<file path="src/rtl/led_panel_pkg.sv">
// -----------------------------------------------------------------------------
// led_panel_pkg
// Shared types and constants for the LED panel frame buffer.
//   rgb_t          : packed 3-bit pixel, r at bit 0, g at bit 1, b at bit 2
//   DEF_ROWS/COLS  : default panel geometry
//   RGB_*_IDX      : serial bit order inside a pixel (R first, then G, then B)
//   fb_wr_state_t  : serial write FSM states
// -----------------------------------------------------------------------------
package led_panel_pkg;

  localparam int DEF_ROWS = 8;
  localparam int DEF_COLS = 16;

  localparam int RGB_R_IDX = 0;
  localparam int RGB_G_IDX = 1;
  localparam int RGB_B_IDX = 2;

  typedef struct packed {
    logic b;
    logic g;
    logic r;
  } rgb_t;

  typedef enum logic [1:0] {
    FB_WR_IDLE = 2'd0,
    FB_WR_LOAD = 2'd1,
    FB_WR_HOLD = 2'd2
  } fb_wr_state_t;

endpackage

</file>
<file path="src/rtl/led_fb_serial_rx.sv">
// -----------------------------------------------------------------------------
// led_fb_serial_rx
// Three-wire serial pixel receiver. Assembles R,G,B bits into a pixel, walks
// the write pointer across the frame and issues one write per pixel.
//
// Ports:
//   clk, reset       : clock, asynchronous active-low reset
//   sdata_i          : serial data bit, sampled when sstb_i is high
//   sstb_i           : data strobe
//   sframe_i         : frame start; clears pointer and bit counter
//   wr_en_o          : pixel commit this cycle (same edge as the third strobe)
//   wr_row_o/wr_col_o: commit address
//   wr_rgb_o         : committed pixel {B,G,R}
//   frame_last_o     : the commit this cycle is the last pixel of the frame
//   frame_abort_o    : frame start arrived while a frame was being loaded
// -----------------------------------------------------------------------------
module led_fb_serial_rx
  import led_panel_pkg::*;
#(
  parameter int ROWS  = DEF_ROWS,
  parameter int COLS  = DEF_COLS,
  parameter int ROW_W = 3,
  parameter int COL_W = 4
) (
  input  logic             clk,
  input  logic             reset,
  input  logic             sdata_i,
  input  logic             sstb_i,
  input  logic             sframe_i,
  output logic             wr_en_o,
  output logic [ROW_W-1:0] wr_row_o,
  output logic [COL_W-1:0] wr_col_o,
  output logic [2:0]       wr_rgb_o,
  output logic             frame_last_o,
  output logic             frame_abort_o
);

  localparam logic [ROW_W-1:0] LAST_ROW = ROW_W'(ROWS - 1);
  localparam logic [COL_W-1:0] LAST_COL = COL_W'(COLS - 1);

  fb_wr_state_t     state_q, state_d;
  logic [1:0]       cnt_q, cnt_d;
  logic [1:0]       shift_q, shift_d;   // holds R and G until B arrives
  logic [ROW_W-1:0] row_q, row_d;
  logic [COL_W-1:0] col_q, col_d;
  rgb_t             px;

  // The third bit is taken straight from the input so the pixel commits on
  // the same edge that samples it.
  always_comb begin
    px                       = '0;
    px.r                     = shift_q[RGB_R_IDX];
    px.g                     = shift_q[RGB_G_IDX];
    px.b                     = sdata_i;
  end

  assign wr_rgb_o = px;
  assign wr_row_o = row_q;
  assign wr_col_o = col_q;

  // NOTE: every signal driven here gets a default first; a path that left one
  // unassigned would infer a latch.
  always_comb begin
    state_d       = state_q;
    cnt_d         = cnt_q;
    shift_d       = shift_q;
    row_d         = row_q;
    col_d         = col_q;
    wr_en_o       = 1'b0;
    frame_last_o  = 1'b0;
    frame_abort_o = 1'b0;

    if (sframe_i) begin
      // Frame start has priority; a coincident strobe is dropped.
      state_d       = FB_WR_LOAD;
      cnt_d         = 2'd0;
      row_d         = '0;
      col_d         = '0;
      frame_abort_o = (state_q == FB_WR_LOAD);
    end else if (sstb_i && (state_q == FB_WR_LOAD)) begin
      unique case (cnt_q)
        2'd0: begin
          shift_d[RGB_R_IDX] = sdata_i;
          cnt_d              = 2'd1;
        end
        2'd1: begin
          shift_d[RGB_G_IDX] = sdata_i;
          cnt_d              = 2'd2;
        end
        default: begin
          wr_en_o = 1'b1;
          cnt_d   = 2'd0;
          if (col_q == LAST_COL) begin
            col_d = '0;
            if (row_q == LAST_ROW) begin
              row_d        = '0;
              frame_last_o = 1'b1;
              state_d      = FB_WR_HOLD;
            end else begin
              row_d = row_q + 1'b1;
            end
          end else begin
            col_d = col_q + 1'b1;
          end
        end
      endcase
    end
  end

  // NOTE: state registers use non-blocking assignments so every flop samples
  // the pre-edge values regardless of statement order.
  always_ff @(posedge clk or negedge reset) begin
    if (!reset) begin
      state_q <= FB_WR_IDLE;
      cnt_q   <= 2'd0;
      shift_q <= 2'd0;
      row_q   <= '0;
      col_q   <= '0;
    end else begin
      state_q <= state_d;
      cnt_q   <= cnt_d;
      shift_q <= shift_d;
      row_q   <= row_d;
      col_q   <= col_d;
    end
  end

endmodule

</file>
<file path="src/rtl/led_panel_framebuf.sv">
// -----------------------------------------------------------------------------
// led_panel_framebuf
// Pixel frame buffer feeding led_panel_single. Pixels arrive over a three-wire
// serial port and are read back by row/column with one cycle of latency.
//
// Build option LED_FRAMEBUF_DBUF_EN:
//   defined   : front/back buffers; writes go to the back buffer, reads come
//               from the front, and the swap follows frame_done_in once a
//               complete frame is pending.
//   undefined : single buffer; commits are visible immediately, frame_done_in
//               is ignored and swap_pending_out is 0.
//
// Ports:
//   clk, reset          : panel clock, asynchronous active-low reset
//   sdata_in, sstb_in   : serial data bit and its strobe
//   sframe_in           : synchronous frame start
//   rd_row_in, rd_col_in: read address from the driver
//   rd_rgb_out          : registered pixel {B,G,R}; 0 for out-of-range address
//   frame_done_in       : end-of-scan pulse from the driver
//   wr_frame_done_out   : one-cycle pulse after the last pixel commits
//   swap_pending_out    : a complete back frame awaits a swap
// -----------------------------------------------------------------------------
module led_panel_framebuf
  import led_panel_pkg::*;
#(
  parameter int ROWS  = DEF_ROWS,
  parameter int COLS  = DEF_COLS,
  parameter int ROW_W = 3,
  parameter int COL_W = 4
) (
  input  logic             clk,
  input  logic             reset,
  input  logic             sdata_in,
  input  logic             sstb_in,
  input  logic             sframe_in,
  input  logic [ROW_W-1:0] rd_row_in,
  input  logic [COL_W-1:0] rd_col_in,
  output logic [2:0]       rd_rgb_out,
  input  logic             frame_done_in,
  output logic             wr_frame_done_out,
  output logic             swap_pending_out
);

`ifdef LED_FRAMEBUF_DBUF_EN
  localparam int NBUF = 2;
`else
  localparam int NBUF = 1;
`endif

  // Index widths that exactly cover the array; address ports may be wider.
  localparam int RI_W = (ROWS > 1) ? $clog2(ROWS) : 1;
  localparam int CI_W = (COLS > 1) ? $clog2(COLS) : 1;

  localparam logic [ROW_W:0] ROWS_LIM = (ROW_W + 1)'(ROWS);
  localparam logic [COL_W:0] COLS_LIM = (COL_W + 1)'(COLS);

  logic             wr_en;
  logic [ROW_W-1:0] wr_row;
  logic [COL_W-1:0] wr_col;
  logic [2:0]       wr_rgb;
  logic             frame_last;
  logic             frame_abort;

  logic             wr_buf;
  logic             rd_buf;
  logic [2:0]       mem_q [NBUF][ROWS][COLS];
  logic [2:0]       rd_rgb_q, rd_rgb_d;
  logic             wr_done_q;
  logic             rd_in_range;

  led_fb_serial_rx #(
    .ROWS  (ROWS),
    .COLS  (COLS),
    .ROW_W (ROW_W),
    .COL_W (COL_W)
  ) u_rx (
    .clk           (clk),
    .reset         (reset),
    .sdata_i       (sdata_in),
    .sstb_i        (sstb_in),
    .sframe_i      (sframe_in),
    .wr_en_o       (wr_en),
    .wr_row_o      (wr_row),
    .wr_col_o      (wr_col),
    .wr_rgb_o      (wr_rgb),
    .frame_last_o  (frame_last),
    .frame_abort_o (frame_abort)
  );

`ifdef LED_FRAMEBUF_DBUF_EN
  logic front_sel_q, front_sel_d;
  logic swap_pending_q, swap_pending_d;

  // The swap looks only at the registered pending flag, so a frame finishing
  // in the same cycle as frame_done_in waits for the next end-of-scan.
  always_comb begin
    front_sel_d    = front_sel_q;
    swap_pending_d = swap_pending_q;
    if (frame_done_in && swap_pending_q) begin
      front_sel_d    = ~front_sel_q;
      swap_pending_d = 1'b0;
    end
    if (frame_abort) begin
      swap_pending_d = 1'b0;
    end
    if (frame_last) begin
      swap_pending_d = 1'b1;
    end
  end

  always_ff @(posedge clk or negedge reset) begin
    if (!reset) begin
      front_sel_q    <= 1'b0;
      swap_pending_q <= 1'b0;
    end else begin
      front_sel_q    <= front_sel_d;
      swap_pending_q <= swap_pending_d;
    end
  end

  assign wr_buf           = ~front_sel_q;
  assign rd_buf           = front_sel_q;
  assign swap_pending_out = swap_pending_q;
`else
  logic unused_dbuf;

  assign wr_buf           = 1'b0;
  assign rd_buf           = 1'b0;
  assign swap_pending_out = 1'b0;
  assign unused_dbuf      = frame_done_in ^ frame_abort;
`endif

  // Write addresses never exceed the array, so bits above the index width
  // are always zero.
  logic unused_wr_addr;
  assign unused_wr_addr = ^{wr_row, wr_col};

  // NOTE: the pixel store is reset explicitly because the panel must show
  // black after reset; this keeps it in flops rather than a RAM macro.
  always_ff @(posedge clk or negedge reset) begin
    if (!reset) begin
      for (int b = 0; b < NBUF; b++) begin
        for (int r = 0; r < ROWS; r++) begin
          for (int c = 0; c < COLS; c++) begin
            mem_q[b][r][c] <= 3'b000;
          end
        end
      end
    end else if (wr_en) begin
      mem_q[wr_buf][wr_row[RI_W-1:0]][wr_col[CI_W-1:0]] <= wr_rgb;
    end
  end

  assign rd_in_range = ({1'b0, rd_row_in} < ROWS_LIM) && ({1'b0, rd_col_in} < COLS_LIM);

  always_comb begin
    rd_rgb_d = 3'b000;
    if (rd_in_range) begin
      rd_rgb_d = mem_q[rd_buf][rd_row_in[RI_W-1:0]][rd_col_in[CI_W-1:0]];
    end
  end

  always_ff @(posedge clk or negedge reset) begin
    if (!reset) begin
      rd_rgb_q  <= 3'b000;
      wr_done_q <= 1'b0;
    end else begin
      rd_rgb_q  <= rd_rgb_d;
      wr_done_q <= frame_last;
    end
  end

  assign rd_rgb_out        = rd_rgb_q;
  assign wr_frame_done_out = wr_done_q;

endmodule

</file>
<file path="config.mk">
export PLATFORM = sky130hd
export DESIGN_NAME = led_panel_framebuf
export DESIGN_NICKNAME = d
export VERILOG_FILES = /design/src/rtl/led_panel_pkg.sv /design/src/rtl/led_fb_serial_rx.sv /design/src/rtl/led_panel_framebuf.sv
export SDC_FILE = /design/constraint.sdc
export NUM_CORES = 1
export LEC_CHECK = 0
export CORE_MARGIN = 1
export CORE_UTILIZATION = 63
export DETAILED_ROUTE_END_ITERATION = 10
export GPL_TIMING_DRIVEN = 0
export PLACE_DENSITY = 0.8
export SLEW_MARGIN = 20
export SYNTH_ARGS = -nofsm -noshare
export SYNTH_HDL_FRONTEND = slang
export SYNTH_SLANG_ARGS = --single-unit
</file>
<file path="constraint.sdc">
create_clock -name clk -period 2.6 [get_ports clk]
set_input_delay 0.65 -clock clk [delete_from_list [all_inputs] [get_ports clk]]
set_output_delay 0.65 -clock clk [all_outputs]
set_load 0.01 [all_outputs]
</file>
==> impl_metrics.tcl <==
set metrics [dict create \
    cts.sinks 401 \
    clock_path_buffers 3 \
    die_w_um 175 \
    gr-total-overflow 0 \
    syn_avg_cell_area_um2 15.2 \
    grt_pass1_wl_um 78000 \
    cp-start-kind "primary input" \
    synth-async-reset-ratio 1.00 \
    drive_gt1_frac 0.189 \
    setup_ws_ns -0.0202 \
    die_area_um2 30500 \
    crit_arrival_ns 3.04 \
    setup_violations 2 \
    routed-via-count 11600 \
    p_leak_nw 10.4 \
    crit_fanout 9 \
    synth_flop_cell "dfrtp_1" \
    synthCells 1232 \
    yosysTopAreaCell "dfrtp_1" \
    hp-class "primary input to async pin" \
    placed_cells 1631 \
    syn-num-nets 1251 \
    irDropWorstVdd_v 0.000624 \
    portBuffers 8 \
    ys_ff_latch 401 \
    clockPowerShare 0.450 \
    crit_path_end_kind "flop" \
    io_pins 18 \
    grt_pass1_vias 12300 \
    internal-power_mw 10.3 \
    ys_seq_area_frac 0.535 \
    hpwlAfterDp_um 35700 \
    clock_latency_ns 0.54 \
    grt_usage 0.357 \
    fin_crit_ns 2.62 \
    numCtsBuffers 42 \
    rows 62 \
    hold_violations 0 \
    core_um2 29000 \
    path_class "primary input to flop" \
    htreeDepth 2 \
    clkSlewWorstSetupHoldPaths_ns 0.06 \
    pwr-share-seq 0.455 \
    max_stage_delay_ns 0.55 \
    p_sw_frac 0.256 \
    finalWirelength_um 51700 \
    drc 0 \
    violations "negative setup slack" \
    syn_to_final_growth_pct 13.0 \
    firstDrtPassIters 5 \
    start_util 0.646 \
    setup-tns-final_ns -0.0392 \
    gp_congestion 1.02 \
    yosys-top-cells-area "dfrtp_1 54%, mux2_1 23%, mux4_2 15%" \
    die_h_um 175 \
    worst_ep_required_time_ns 3.02 \
    worst_slew_pin_slew_ns 0.941 \
    antenna_found_initial 3 \
    syn_area_um2 18800 \
    max_freq_ghz 0.382 \
    status "complete, but fails checks" \
    powerDensity_nw_per_um2 655 \
    finalClockSkew_ns 0.0160 \
    ant_nets 0 \
    cp_common_cell "mux4_2" \
    fin_crit_sh 1.01 \
    routed_via_density 6.80 \
    power_mw 13.9 \
    final_cells 1710 \
    cts_tree "yes" \
    fin_nets 1314 \
    ys.warnings.count 0 \
    ys_top_cells_by_count "401 x dfrtp_1, 385 x mux2_1, 126 x mux4_2" \
    p_sw_mw 3.55 \
    maxCapViolCount 0 \
    drv_slew 0 \
    grt_max_degree 103 \
    synth.top_cell.area_share 0.535 \
    relSlewSlack 0.373 \
    synth.distinct_cells 37 \
    combPwrFrac 0.095 \
    post_dp_cell_area_um2 19600 \
    synth.most_common_cell "dfrtp_1" \
    synth_edf_count 0 \
    cp_slowest_cell "mux4_2" \
    path_cells "clkbuf_16 > buf_16 > buf_12 > mux4_2 > mux4_2 > mux4_2 > mux2_2" \
    cts_root_buf "clkbuf_16" \
    ff2ff_path_depth 5 \
    wl_per_cell_um 30.2 \
    post-route-cell-area_um2 21200 \
    drt-initial-drc-count 1349 \
    dpl_worst_slack_ns -0.935 \
]
stage by stage:
stage	utilization	hold WS, ns
floorplan	-	0.354
global placement	0.669	0.462
detailed placement	0.675	0.469
CTS	0.726	0.0789
global route	0.730	0.103
finish	0.730	0.0572
sequential cells by signal (all words and copies together) (netlist names):
signal	flops
u_rx.cnt_q	2
mem_q	384
wr_frame_done_out	1
rd_rgb_out	3
u_rx.wr_col_o	4
u_rx.wr_row_o	3
u_rx.state_q	2
u_rx.shift_q	2
logic make-up (layout without fill, tap and decap cells):
group                    Yosys count  in the layout  share of synthesized area
AO/OA/AOI/OAI                     12             12                    0.00367
XOR/XNOR                           1              1                   0.000467
adder cells (fa/ha/maj)            6              6                    0.00400
buffers and inverters             96            189                     0.0216
flip-flops                       401            401                      0.535
multiplexers                     515            515                      0.385
other                              1              2                   0.000200
AND/OR/NAND/NOR                  200            200                     0.0500
layer usage:
| metal | track usage | part of all wire | up-vias |
|---|---|---|---|
| met3 | 0.0925 | 0.088 | 184 |
| li1 | - | - | 4728 |
| met5 | 0.0192 | 0.0019 | - |
| met1 | 0.482 | 0.40 | 6140 |
| met2 | 0.543 | 0.46 | 574 |
| met4 | 0.176 | 0.056 | 4 |
cell type report:
cell class	count	area [um^2]
diodes	1	2.50
plain buffers	91	544
clock buffers	61	1220
clock inverters	13	198
fillers	1823	7830
inverters	4	15.0
multi-input cells	735	8370
flip-flops and latches	401	10000
well taps	384	480
repair buffers	20	308
power groups by stage:
stage	combinational [mW]	clock (mW)	sequential, mW
floorplan	0.535	0	6.41
global placement	1.20	0	6.43
CTS	1.27	6.28	6.31
global route	1.36	6.50	6.31
detailed placement	1.25	0	6.42
finish	1.32	6.24	6.31
worst max-delay path: cells and delay by family:
family	cells	cell delay [ns]
buf+inv	3	0.43
mux	4	1.94
layout by cell type (no fill, tap or decap), types with 4 or more instances in the layout:
cell type / synthesis / routed
nand3_1: 4 / 4
clkdlybuf4s50_1: 0 / 7
mux2_1: 385 / 385
ha_1: 6 / 6
a21oi_1: 7 / 7
dfrtp_1: 401 / 401
mux4_2: 126 / 126
clkbuf_2: 0 / 14
bufinv_16: 0 / 5
clkbuf_1: 74 / 63
clkbuf_16: 0 / 47
nand2_1: 83 / 83
nor2_1: 61 / 61
buf_16: 0 / 6
and2_1: 4 / 4
buf_1: 6 / 4
nand4_1: 12 / 12
clkbuf_8: 0 / 10
buf_4: 4 / 13
and4_1: 12 / 12
clkinv_2: 0 / 6
worst paths after layout:
path	from	end	slack, ns
setup / recovery	rd_row_in[0]	rd_rgb_out[1]	-0.02
hold / removal	reset	mem_q[320]	0.06
setup reg to reg	u_rx.wr_row_o[1]	mem_q[188]	0.12
hold reg to reg	mem_q[80]	mem_q[80]	0.48
max in group asynchronous	reset	mem_q[60]	1.23
min in group clk	mem_q[80]	mem_q[80]	0.48
timing repair:
action | CTS | global route
hold endpoints to repair | 0 | 0
gates resized for setup | 11 | 24
buffers inserted | 0 | 2
cloned | 0 | 3
setup endpoints to repair | 65 | 173
hold buffers | 0 | 0
Note: power is estimated with default switching activity, not from simulation.
